[config.mk]
export PLATFORM = sky130hd
export DESIGN_NAME = bz_obstacle_sched
export DESIGN_NICKNAME = d
export VERILOG_FILES = /design/src/rtl/bz_obstacle_sched.sv
export SDC_FILE = /design/constraint.sdc
export NUM_CORES = 1
export LEC_CHECK = 0
export CAP_MARGIN = 20
export CORE_MARGIN = 2
export CORE_UTILIZATION = 40
export DETAILED_ROUTE_END_ITERATION = 8
export PLACE_DENSITY = 0.7
export SETUP_SLACK_MARGIN = 0.5
export SLEW_MARGIN = 40
export SYNTH_ARGS = -nofsm -noshare
export SYNTH_HDL_FRONTEND = slang
export SYNTH_SLANG_ARGS = --single-unit
[constraint.sdc]
create_clock -name clk -period 1.96 [get_ports clk]
set_clock_uncertainty 0.2 [all_clocks]
set_input_delay 0.49 -clock clk [delete_from_list [all_inputs] [get_ports clk]]
set_output_delay 0.49 -clock clk [all_outputs]
set_load 0.01 [all_outputs]
[src/rtl/bz_obstacle_sched.sv]
// Obstacle spawn scheduler: decodes obstacle-ROM words into a type and a tick delay,
// counts the delay down on scroll ticks, then pulses spawn and advances the ROM address counter.
module bz_obstacle_sched #(
    parameter int ROM_LAT = 1,
    parameter int MIN_GAP = 4
) (
    input  logic        clk,
    input  logic        rstn,
    input  logic        run,
    input  logic        pause,
    input  logic        tick,
    input  logic [11:0] rom_data,
    output logic        cnt_en,
    output logic        spawn,
    output logic [2:0]  spawn_type,
    output logic        wrap,
    output logic        err,
    output logic        busy
);

    localparam logic [2:0] S_IDLE   = 3'd0;
    localparam logic [2:0] S_FETCH  = 3'd1;
    localparam logic [2:0] S_DECODE = 3'd2;
    localparam logic [2:0] S_WAIT   = 3'd3;
    localparam logic [2:0] S_SPAWN  = 3'd4;
    localparam logic [2:0] S_ERR    = 3'd5;

    localparam logic [2:0] LAT = 3'(ROM_LAT);
    localparam logic [8:0] GAP = 9'(MIN_GAP);

    logic [2:0] state;
    logic [2:0] lat_cnt;
    logic [8:0] dly;
    logic       wrapped;
    logic [2:0] type_q;

    // Delays shorter than the minimum gap are raised to it.
    function automatic logic [8:0] clamp_gap(input logic [8:0] d);
        return (d < GAP) ? GAP : d;
    endfunction

    function automatic logic [8:0] sat_dec(input logic [8:0] d);
        return (d == 9'd0) ? 9'd0 : d - 9'd1;
    endfunction

    always_ff @(posedge clk or negedge rstn) begin
        if (!rstn) begin
            state      <= S_IDLE;
            lat_cnt    <= 3'd0;
            dly        <= 9'd0;
            wrapped    <= 1'b0;
            type_q     <= 3'd0;
            cnt_en     <= 1'b0;
            spawn      <= 1'b0;
            spawn_type <= 3'd0;
            wrap       <= 1'b0;
            err        <= 1'b0;
            busy       <= 1'b0;
        end else begin
            cnt_en <= 1'b0;
            spawn  <= 1'b0;
            wrap   <= 1'b0;
            if (!run) begin
                // Stopping leaves the address counter alone so the same word is re-read on resume.
                state   <= S_IDLE;
                dly     <= 9'd0;
                wrapped <= 1'b0;
                err     <= 1'b0;
                busy    <= 1'b0;
            end else begin
                case (state)
                    S_IDLE: begin
                        state   <= S_FETCH;
                        lat_cnt <= LAT;
                        busy    <= 1'b1;
                    end
                    S_FETCH: begin
                        if (lat_cnt <= 3'd1) state <= S_DECODE;
                        lat_cnt <= (lat_cnt == 3'd0) ? 3'd0 : lat_cnt - 3'd1;
                    end
                    S_DECODE: begin
                        if (rom_data == 12'h000) begin
                            if (wrapped) begin
                                state <= S_ERR;
                                err   <= 1'b1;
                                busy  <= 1'b0;
                            end else begin
                                state   <= S_FETCH;
                                lat_cnt <= LAT;
                                cnt_en  <= 1'b1;
                                wrap    <= 1'b1;
                                wrapped <= 1'b1;
                            end
                        end else begin
                            state   <= S_WAIT;
                            wrapped <= 1'b0;
                            type_q  <= rom_data[11:9];
                            dly     <= clamp_gap(rom_data[8:0]);
                        end
                    end
                    S_WAIT: begin
                        if (tick && !pause) begin
                            dly <= sat_dec(dly);
                            // Pulses are registered here so they appear while the state is SPAWN.
                            if (dly <= 9'd1) begin
                                state      <= S_SPAWN;
                                spawn      <= 1'b1;
                                cnt_en     <= 1'b1;
                                spawn_type <= type_q;
                            end
                        end
                    end
                    S_SPAWN: begin
                        state   <= S_FETCH;
                        lat_cnt <= LAT;
                    end
                    S_ERR: begin
                        state <= S_ERR;
                    end
                    default: begin
                        state <= S_IDLE;
                        busy  <= 1'b0;
                    end
                endcase
            end
        end
    end

endmodule
==> reports/summary.md <==
Summing every instance area after synthesis gives 1700 um2. 0 antenna diodes ended up in the layout. Setup repair after global routing could not meet its margin everywhere.

The cell count after synthesis came out at 171. The tools report the synthesized net count as 192. Most common cell after layout, fill and taps aside: sky130_fd_sc_hd__buf_4. The path class of the tightest hold or removal check is reg -> reg. For the data required time of the worst path, the log shows 1970 ps.

Prior to clock tree synthesis, the placed netlist has a worst setup slack of -592 ps. The checks that failed: setup timing. For this run, the register share of the synthesized area comes to 39.7%.

The first TritonRoute pass finished after 4 iterations. The critical-path cell with the highest stage delay was sky130_fd_sc_hd__or4b_4. The floorplan step defined a core boundary enclosing 4060 um2.

The worst slew slack as a fraction of its limit was 68.9%. The tools report the number of nets with antenna violations after routing as 0. The run finished, with violations left. Once detailed placement completed, the half-perimeter wirelength came to 3.10 mm. TritonCTS built the clock tree.

Summed over all layers, the routed wires come to 4.92 mm. Detailed-route DRC error count: 0. At the end of the flow, the number of nets in the layout was 265.

The run gives 23 as the placement row count. The critical path goes through inv_2 -> ha_4 -> or4b_4 -> or4_1 -> nand3_1 -> o211ai_1 -> a21oi_2. Type of the worst setup path: reg -> reg. The sort of element at the end of the critical path was a flop. The tools report the number of distinct standard cells referenced by the synthesized netlist as 52. The clock drives 27 sinks. The detailed-route via count is 1655.

In the routed layout, each cell is associated on average with a via count of 5.65. In this run the worst setup path terminates at dly[6]. The largest fanout on the critical path came out at 3. After synthesis the netlist holds a flip-flop and latch count of 27.

The library cells used most frequently in the layout, excluding fill and tap cells, are 42 x sky130_fd_sc_hd__buf_4, 27 x sky130_fd_sc_hd__dfrtp_1, 13 x sky130_fd_sc_hd__nand2_1, 13 x sky130_fd_sc_hd__buf_2, 11 x sky130_fd_sc_hd__nor2_1. CTS H-tree depth: 1. The die is 69.2 um wide. Relative to the synthesized area, the layout overhead comes to 50.3%. The routed design could run at a clock period as short as 2130 ps.

The first-pass GRT wire length is 7.85 mm, and the buffer depth of the longest clock path is 2. Number of global-route vias before repair: 1608. The worst stage delay on the critical path was 490 ps; the final critical-path share of the clock period was 109%. Counting flops with an async set or reset pin after synthesis yields a share of 100%.

For the number of primary I/O pins, the log shows 25. The aggregate global routing overflow came out at 0. After filler insertion, the fill cell instance count of the layout stands at 314. The initial antenna violation count was 0; the first-iteration detailed-routing DRC count was 120. The die covers 4790 um2. The number of cells on the worst hold path was 1; the upper clock frequency limit was 469 MHz.

In this run the critical register-to-register path is captured at dly[6]. The cell type with the highest aggregate area in the netlist was sky130_fd_sc_hd__dfrtp_1. Setup violations remaining at the end of the flow were counted as 13. The clock slew seen by the registers of the worst setup and hold paths works out to 100 ps.

The largest net degree at the start of global routing was 28; the slew at the pin closest to its max-slew limit was 466 ps. By area the synthesized netlist is led by sky130_fd_sc_hd__dfrtp_1 40%, sky130_fd_sc_hd__nand2_1 3.3%, sky130_fd_sc_hd__nor2_1 3.3%. The Yosys step of the flow raised 0 warnings. The setup TNS was -1000 ps; the leakage power summed over all cells was 0.00116 uW. The initial core utilization was 41.9%; the number of input and output port buffers inserted was 24. Across the VDD grid, the largest voltage drop is 0.411 mV. In this run the biggest area consumer among cell types represents 39.7% of the synthesized area.

The clock latency on the worst-skew pair is 280 ps, and the average instance area after synthesis is 9.95 um2. The startpoint identified for the worst register-to-register timing path is dly[1]. The cell sitting at the root of the clock tree is a sky130_fd_sc_hd__clkbuf_8. Counting the buffers created by CTS gives 3. Yosys mapped a number of flops with a built-in enable equal to 0. The setup slack of the critical path after layout was -171 ps. Height of the die: 69.2 um.

Beginning of the critical path: dly[1]. For the number of endpoints with negative hold slack in the final report, the log shows 0. The number of max-capacitance violations reported is 0. In the final routed layout, each cell accounts on average for 16.8 um. Routability-driven placement finished with a final weighted congestion of 0.855.

The global routing usage summed across all routing layers is 20.3%. The cell depth of the worst flop-to-flop path works out to 7. For the post-layout utilization of the core, the log shows 63.0%. The number of pins with negative max-slew slack in the final report is 0, and the power density over the cells is 898 nW/um2. The tools report the category of the worst setup path launch point as a flop. Number of hold-repair buffers added at the cts stage: 0. Among all flip-flop cells after synthesis, the most frequent one is sky130_fd_sc_hd__dfrtp_1. The tools report the data arrival time of the worst path as 2140 ps. Of the cells placed in the final design, the portion with a size suffix greater than 1 is 50.6%. Slack of the worst reg-to-reg path: -170 ps.
==> worst max-delay path: cells and delay by family (launching register included) <==
kind | cells | cell delay [ps]
AOI/OAI and AO/OA | 2 | 230
adders and majority gates | 1 | 140
buffers and inverters | 1 | 90
and+or+nand+nor | 3 | 1010
DFF | 1 | 400
==> metrics by stage <==
stage / std cells / hold WS, ps / power, uW / cell area [um2]
final: 293 / 322 / 2300 / 2560
after global routing: 293 / 342 / 2430 / 2560
after CTS: 286 / 310 / 2130 / 2430
after detailed placement: 271 / 288 / 1690 / 2220
after global placement: 271 / 283 / 1680 / 2220
after floorplan: 171 / -5.59 / 1360 / 1750
==> Yosys cell counts (all sizes together) (2+ instances only) <==
library cell and number:
o21ai 11, o21a 2, nand3 3, clkbuf 4
nor2 16, or2 2, dfrtp 27, nand2 16
nand3b 3, a21o 2, nand4 2, nor4 7
inv 7, ha 4, o211ai 5, or4 3
a21oi 9, nor4b 2, nor3 7, mux2 7
buf 2, o22ai 2, mux2i 4, a2bb2oi 3
o31ai 4
==> kinds of logic (layout without fill, tap and decap cells) <==
| family | after synthesis | in the layout | share of synthesized area (%) |
|---|---|---|---|
| XOR/XNOR | 1 | 1 | 0.515 |
| AO/OA/AOI/OAI | 47 | 47 | 20.3 |
| multiplexers | 11 | 11 | 6.99 |
| adder cells (fa/ha/maj) | 4 | 4 | 2.94 |
| AND/OR/NAND/NOR | 67 | 67 | 23.6 |
| buffers and inverters | 14 | 86 | 5.96 |
| flip-flops | 27 | 27 | 39.7 |
==> sequential cells by signal, summed over array words and instances (netlist names) <==
name and count:
spawn 1, err 1, busy 1, wrapped 1, dly 9, spawn_type 3, lat_cnt 3, cnt_en 1
type_q 3, wrap 1, state 3
==> layout make-up <==
cell class | instances | area [um2] | area share, %
clock buffer | 3 | 41.3 | 1.61
clock inverter | 1 | 7.51 | 0.294
inverter | 8 | 30.0 | 1.17
multi-input combinational | 130 | 1160 | 45.3
sequential | 27 | 676 | 26.4
tap | 50 | 62.6 | 2.45
timing repair buffer | 74 | 583 | 22.8
==> where the power goes <==
group	switching, uW	internal (uW)	total (uW)
registers	70.9	661	732
logic	591	644	1240
clock network	185	144	330
total	848	1450	2300
==> metal layers <==
metal	up-vias	track usage [%]	wire, um
met2	62	33.0	2410
met4	0	5.01	106
met5	-	0	0
li1	788	-	-
met3	10	3.63	257
met1	795	28.0	2150
==> what timing repair did <==
action | in CTS | in global routing
setup buffers | 11 | 7
hold endpoints to repair | 0 | 0
setup endpoints to repair | 35 | 35
gates resized for setup | 110 | 25
pin swaps | 14 | 8
==> worst min path at each step <==
stage | start | slack [ps] | endpoint
3_3_place_gp | err | 280 | err
6_report | err | 320 | err
2_1_floorplan | rstn | -6 | busy
4_1_cts | err | 310 | err
5_1_grt | type_q[2] | 340 | type_q[2]
3_5_place_dp | err | 290 | err
No activity file was read; power rests on OpenSTA's default activity.
